[src/rtl/plab5_mcore_mem_domain_arb.sv]
// Two-port domain-aware arbiter in front of the single-ported test memory.
// Port 0 is the public requester (domain 0) and port 1 is the secure
// requester (domain 1). An order FIFO records the issuing port of every
// in-flight request so that in-order responses can be steered back, and a
// sticky flag records any response whose reported domain disagrees.
module plab5_mcore_mem_domain_arb #(
    parameter int p_opaque_nbits = 8,
    parameter int p_addr_nbits   = 32,
    parameter int p_data_nbits   = 32,
    parameter int p_max_inflight = 2,
    localparam int c_len_nbits   = $clog2(p_data_nbits / 8),
    localparam int cq            = 3 + p_opaque_nbits + p_addr_nbits + c_len_nbits,
    localparam int cr            = 3 + p_opaque_nbits + 2 + c_len_nbits,
    localparam int n             = $clog2(p_max_inflight + 1)
) (
    input  logic                    clk,
    input  logic                    reset,
    input  logic                    sec_lock,
    input  logic                    req0_val,
    output logic                    req0_rdy,
    input  logic [cq-1:0]           req0_control,
    input  logic [p_data_nbits-1:0] req0_data,
    input  logic                    req1_val,
    output logic                    req1_rdy,
    input  logic [cq-1:0]           req1_control,
    input  logic [p_data_nbits-1:0] req1_data,
    output logic                    memreq_val,
    input  logic                    memreq_rdy,
    output logic [cq-1:0]           memreq_control,
    output logic [p_data_nbits-1:0] memreq_data,
    output logic                    memreq_domain,
    input  logic                    memresp_val,
    output logic                    memresp_rdy,
    input  logic [cr-1:0]           memresp_control,
    input  logic [p_data_nbits-1:0] memresp_data,
    input  logic                    memresp_domain,
    output logic                    resp0_val,
    input  logic                    resp0_rdy,
    output logic [cr-1:0]           resp0_control,
    output logic [p_data_nbits-1:0] resp0_data,
    output logic                    resp1_val,
    input  logic                    resp1_rdy,
    output logic [cr-1:0]           resp1_control,
    output logic [p_data_nbits-1:0] resp1_data,
    output logic [n-1:0]            inflight,
    output logic                    domain_err
);

    localparam int pw = (p_max_inflight > 1) ? $clog2(p_max_inflight) : 1;
    localparam logic [n-1:0]  c_depth    = n'(p_max_inflight);
    localparam logic [pw-1:0] c_last_ptr = pw'(p_max_inflight - 1);

    logic [p_max_inflight-1:0] fifo_q, fifo_d;
    logic [pw-1:0]             head_q, head_d;
    logic [pw-1:0]             tail_q, tail_d;
    logic [n-1:0]              count_q, count_d;
    logic                      prio_q, prio_d;
    logic                      last_dom_q, last_dom_d;
    logic                      domain_err_q, domain_err_d;

    logic e0, e1, any_elig, sel, full, empty, can_grant, head_id;
    logic req_fire, resp_fire;

    // Arbitration and request-side muxing; all handshakes held low in reset.
    always_comb begin
        e0        = req0_val;
        e1        = req1_val & ~sec_lock;
        any_elig  = e0 | e1;
        sel       = (e0 & e1) ? prio_q : e1;
        full      = (count_q == c_depth);
        empty     = (count_q == '0);
        can_grant = reset & memreq_rdy & ~full;
        head_id   = fifo_q[head_q];

        memreq_val     = reset & any_elig;
        req0_rdy       = can_grant & any_elig & ~sel;
        req1_rdy       = can_grant & any_elig & sel;
        memreq_control = sel ? req1_control : req0_control;
        memreq_data    = sel ? req1_data : req0_data;
        memreq_domain  = any_elig ? sel : last_dom_q;
        req_fire       = can_grant & any_elig;

        memresp_rdy = reset & ~empty & (head_id ? resp1_rdy : resp0_rdy);
        resp0_val   = reset & memresp_val & ~empty & ~head_id;
        resp1_val   = reset & memresp_val & ~empty & head_id;
        resp_fire   = memresp_val & memresp_rdy;

        resp0_control = memresp_control;
        resp1_control = memresp_control;
        resp0_data    = memresp_data;
        resp1_data    = memresp_data;

        inflight   = count_q;
        domain_err = domain_err_q;
    end

    // Next-state for order FIFO, round-robin pointer, last domain and error flag.
    always_comb begin
        fifo_d       = fifo_q;
        head_d       = head_q;
        tail_d       = tail_q;
        count_d      = count_q;
        prio_d       = prio_q;
        last_dom_d   = last_dom_q;
        domain_err_d = domain_err_q;

        if (req_fire) begin
            fifo_d[tail_q] = sel;
            tail_d         = (tail_q == c_last_ptr) ? '0 : tail_q + 1'b1;
            prio_d         = ~sel;
            last_dom_d     = sel;
        end
        if (resp_fire) begin
            head_d = (head_q == c_last_ptr) ? '0 : head_q + 1'b1;
            if (memresp_domain != head_id)
                domain_err_d = 1'b1;
        end
        if (req_fire && !resp_fire)
            count_d = count_q + 1'b1;
        else if (!req_fire && resp_fire)
            count_d = count_q - 1'b1;
    end

    // State registers with synchronous active-low reset.
    always_ff @(posedge clk) begin
        if (!reset) begin
            fifo_q       <= '0;
            head_q       <= '0;
            tail_q       <= '0;
            count_q      <= '0;
            prio_q       <= 1'b0;
            last_dom_q   <= 1'b0;
            domain_err_q <= 1'b0;
        end else begin
            fifo_q       <= fifo_d;
            head_q       <= head_d;
            tail_q       <= tail_d;
            count_q      <= count_d;
            prio_q       <= prio_d;
            last_dom_q   <= last_dom_d;
            domain_err_q <= domain_err_d;
        end
    end

endmodule

[config.mk]
export PLATFORM = sky130hd
export DESIGN_NAME = plab5_mcore_mem_domain_arb
export DESIGN_NICKNAME = d
export VERILOG_FILES = /design/src/rtl/plab5_mcore_mem_domain_arb.sv
export SDC_FILE = /design/constraint.sdc
export NUM_CORES = 1
export LEC_CHECK = 0
export CELL_PAD_IN_SITES_DETAIL_PLACEMENT = 1
export CELL_PAD_IN_SITES_GLOBAL_PLACEMENT = 1
export CORE_AREA = 2 2 152 154
export DETAILED_ROUTE_END_ITERATION = 8
export DIE_AREA = 0 0 154 156
export MAX_ROUTING_LAYER = met4
export PLACE_DENSITY_LB_ADDON = 0.1
export SYNTH_ARGS = -nofsm -noshare
export SYNTH_HDL_FRONTEND = slang
export SYNTH_SLANG_ARGS = --single-unit
[constraint.sdc]
create_clock -name clk -period 3.1 [get_ports clk]
set_input_delay 0.775 -clock clk [delete_from_list [all_inputs] [get_ports clk]]
set_output_delay 0.775 -clock clk [all_outputs]
set_load 0.02 [all_outputs]
Word level (Yosys, flattened, before mapping). Index checks and enable logic that the tools add are counted.

Bits in registers: 9.

Bitwise gates (word level): 21. Muxes and demuxes: 14. Order comparisons: 3. Add/sub/neg operators: 4. Equality and inequality tests: 2. Reductions and logical operators: 8.

Operators with widths (count): 45-bit two-way mux (1); 32-bit two-way mux (1); 1-bit AND (15); 1-bit two-way mux (8); 1-bit NOT (5); 1-bit by 2-bit less-than comparator with 1-bit output, second input constant (2); 2-bit two-way mux (2); 1-bit logical AND (3); 1-bit adder, second input constant (2); 2-bit by 1-bit adder with 2-bit output, second input constant (1); 2-bit bitwise mux (1); 2-bit equality test, second input constant (1); 1-bit zero test (2); 2-bit zero test (1); 2-bit AND reduction (1); 2-bit nonzero test (1); 2-bit by 1-bit subtractor with 2-bit output, second input constant (1); 1-bit demux with 1-bit select (1); 1-bit greater-or-equal comparator, second input constant (1); 1-bit != test (1); 1-bit bitwise OR (1).

Logic depth before layout (Yosys ltp).
Depth after elaboration: 8. Depth in mapped cells: 8.

Worst setup path after synthesis. Ideal clock, no wire load.

Path type: input to output. Start point: input port sec_lock. End point: output port memreq_data[18]. Data required time: 2325 ps. Arrival time: 1779 ps. Stages: 4. Path slack: 546 ps. Cell sequence: and2b_2 > o21ai_4 > buf_4 > mux2_1.

Longest elaborated chain between the ends: 5.

Ends and longest elaborated chain: start, declared (line 18) `input logic sec_lock,`; 1-bit NOT * (line 67) `e1 = req1_val & ~sec_lock;`; 1-bit AND * (line 67); 1-bit AND (line 69) `sel = (e0 & e1) ? prio_q : e1;`; 1-bit two-way mux * (line 69); 32-bit two-way mux * (line 79) `memreq_data = sel ? req1_data : req0_data;`; end, declared (line 30) `output logic [p_data_nbits-1:0] memreq_data,`.

Mark *: on every way between the ends. The rest lies on a longest branch, timed or not.

Worst setup path in the final report.
Start point: input port sec_lock. End point: output port memreq_control[11].

Longest elaborated chain between the ends: 5.

Ends and longest elaborated chain: 1-bit NOT * (line 67); 1-bit AND * (line 67); 1-bit AND (line 69); 1-bit two-way mux * (line 69); 45-bit two-way mux * (line 78) `memreq_control = sel ? req1_control : req0_control;`; end, declared (line 29) `output logic [cq-1:0] memreq_control,`.

Marked as above.

==> results.sh <==
export IMPL_overflow=0
export IMPL_io_pins=392
export IMPL_area_delta_synth_final_pct=114
export IMPL_via_per_inst=3.20
export IMPL_synth_adder_area_share=0.00588
export IMPL_syn_area_sq_um=2130
export IMPL_cp_top_family="buffers and inverters"
export IMPL_synth_compound_area_frac=0.0406
export IMPL_cts_made_buffers=3
export IMPL_yosys_area_share_simple=0.0447
export IMPL_place_gp_congestion=0.737
export IMPL_pre_cts_ws_ps=-489
export IMPL_drt_iter0_drc=70
export IMPL_maxCapViolations=0
export IMPL_cts_tree="yes"
export IMPL_cp_startpoint="sec_lock"
export IMPL_r2r_slack_ps=990
export IMPL_cellPowerDensity_nw_per_um2=221
export IMPL_critPathCaptureType="output pin"
export IMPL_die_area_sq_um=24000
export IMPL_grt_pass1_vias=2499
export IMPL_clk_pin_slew_worst_paths_ps=40
export IMPL_initial_core_util=0.0952
export IMPL_globalRouteTotalUtil=0.0914
export IMPL_worst_path_largest_cell_delay_ps=310
export IMPL_placed_cells=679
export IMPL_synth_area_leaders="mux2_2, buf_4, dfxtp_1"
export IMPL_muxShareOfSynthArea=0.433
export IMPL_synth_area_leader_cell="mux2_2"
export IMPL_insertion_delay_ps=230
export IMPL_slowest_stage="mux2_1"
export IMPL_synthDistinctLibCells=27
export IMPL_yosysSeqAreaShare=0.0847
export IMPL_synth_area_per_cell_sq_um=9.13
export IMPL_wl_um=11400
export IMPL_n_antenna_cell=0
export IMPL_setup_tns_ps=0
export IMPL_crit_end="memreq_control[11]"
export IMPL_ir_worst_vdd_mv=0.242
export IMPL_synth_xor_area_share=0.0123
export IMPL_die_w_um=154
export IMPL_outcome="finished clean"
export IMPL_slew_limit_headroom=0.779
export IMPL_rows=55
export IMPL_hp_class="flop to flop"
export IMPL_wl_per_cell_um=16.3
export IMPL_drtPass1Iterations=3
export IMPL_nNetsFinal=625
export IMPL_crit_type="input port to output pin"
export IMPL_synth_seq_cells=9
export IMPL_setup_viol=0
export IMPL_fin_cells=697
export IMPL_worstPathRequired_ps=2320
export IMPL_synth_top_area_frac=0.376
export IMPL_fillers=2600
export IMPL_cpMostUsedCell="buf_12"
export IMPL_worstPathArrival_ps=2210
export IMPL_fmax_mhz=335
export IMPL_start_kind="input port"
export IMPL_grt_max_degree=13
export IMPL_timing_rr_start="head_q"
export IMPL_vias=2231
export IMPL_reg2reg_depth=7
export IMPL_yosysWarnings=0
export IMPL_ant_nets=0
export IMPL_grt_pass1_wl_um=16200
export IMPL_cts_sinks=9
export IMPL_crit_cells=8
export IMPL_cts_buffer_depth=2
export IMPL_cp_max_fo=10
export IMPL_rsz0062_at_grt="false"
export IMPL_ctsHoldBuffers=0
export IMPL_hold_viol_final=0
export IMPL_leakage_nw=1.89
export IMPL_place_hpwl_um=9070
export IMPL_drc=0
export IMPL_core_area_sq_um=22400
export IMPL_synth_top_family_by_area="multiplexers"
export IMPL_root_buffer="clkbuf_16"
export IMPL_h_tree_depth=1
export IMPL_grt_antenna_before_repair=0
export IMPL_drv_slew=0
export IMPL_drive_above_1_share=0.447
export IMPL_worstMarginPinSlew_ps=325
export IMPL_synth_nets=445
export IMPL_cp_cell_sequence="dlygate4sd2_1 -> and2b_2 -> o21ai_4 -> buf_12 -> buf_12 -> buf_16 -> mux2_1 -> buf_2"
export IMPL_worstReg2RegEnd="inflight[1]"
export IMPL_skew_ps=1.90
export IMPL_die_y_um=156
export IMPL_final_period_utilization=0.963
export IMPL_io_buffers=250
export IMPL_setup_slack_ps=115
export IMPL_period_needed_ps=2990
export IMPL_synth_cells=233
export IMPL_path_buf_inv=5
## worst reg2reg max path: cells and delay by family, from the launching register on
family	cells	cell delay, ps
AOI/OAI and AO/OA	1	160
adders and majority gates	1	330
buffers and inverters	1	70
DFF	1	360
muxes	2	530
and+or+nand+nor	2	580
## sequential cells by signal, summed over array words and instances (netlist names)
| signal | cells |
|---|---|
| fifo_q | 2 |
| inflight | 2 |
| domain_err | 1 |
| head_q | 1 |
| last_dom_q | 1 |
| prio_q | 1 |
| tail_q | 1 |
## per-stage QoR
stage	hold WS (ps)	util	total power, mW	area, sq um
after floorplan	446	-	0.558	2130
after global placement	476	0.194	0.783	4340
after detailed placement	477	0.194	0.784	4340
after CTS	492	0.204	1.03	4560
after global routing	504	0.204	1.06	4560
final	480	0.204	1.01	4560
## cells in the final DEF, fill, tap and decap left out, types with 4 or more instances in the layout
cell type,Yosys,final
buf_12,0,9
buf_16,0,7
buf_2,0,47
buf_4,97,12
buf_6,5,11
clkdlybuf4s15_2,0,18
clkdlybuf4s50_1,0,164
dfxtp_1,9,9
dlygate4sd2_1,0,6
inv_1,5,4
mux2_1,6,6
mux2_2,71,64
mux2_4,0,7
mux2i_1,4,4
nand2_1,4,4
nor2_1,7,7
## worst min path at each step
| stage | start | endpoint | cells after the start |
|---|---|---|---|
| after CTS | fifo_q[0] | fifo_q[0] | 2 |
| final | fifo_q[0] | fifo_q[0] | 2 |
| after global placement | fifo_q[0] | fifo_q[0] | 2 |
| after detailed placement | fifo_q[1] | fifo_q[1] | 2 |
| after global routing | head_q | head_q | 1 |
| after floorplan | fifo_q[0] | fifo_q[0] | 2 |
## cell usage after synthesis
master and n:
nor2_1 7, buf_4 97, a21boi_0 1, nor3b_1 1, o21ai_0 3, o2111ai_1 1
xnor2_1 2, o211ai_1 1, or3_1 1, buf_6 5, nand2_1 4, inv_1 5
o21ai_4 1, ha_1 1, mux2_2 71, mux2_1 6, nand2b_1 1, nor2_2 1
o21a_1 3, mux2i_1 4, clkbuf_1 1, mux2i_2 1, dfxtp_1 9, xor2_1 1
a22o_1 1, and2b_2 1, and2_1 3
## routing by layer
metal	GRT usage	wire length, um	vias to the layer above
met2	0.174	6180	160
met4	0.0120	92	0
li1	-	-	1056
met3	0.0314	1100	13
met1	0.0926	4010	1002
met5	-	0	-
## cells by family (layout without fill, tap and decap cells)
kind of cell,count (synthesis),count (layout)
AO/OA/AOI/OAI,11,11
XOR/XNOR,3,3
adder cells (fa/ha/maj),1,1
buffers and inverters,108,287
flip-flops,9,9
multiplexers,82,82
AND/OR/NAND/NOR,19,19
## where the power goes
group / internal, mW / switching [mW]
clock network: 0.172 / 0.0547
registers: 0.123 / 0.00794
logic: 0.399 / 0.249
total: 0.694 / 0.312
## timing repair
item                       4_1_cts  5_1_grt
setup endpoints to repair       82        2
pin swaps                        1        0
resized for setup              341        3
cloned                           6        0
setup buffers                    9        0
## area by class of cell
cell class	count	area [sq um]	area share
sequential	9	180	0.0395
multi-input combinational	116	1170	0.256
inverter	5	18.8	0.00412
tap	285	357	0.0782
timing repair buffer	278	2760	0.605
clock buffer	4	78.8	0.0173
No activity file was read; power rests on OpenSTA's default activity.
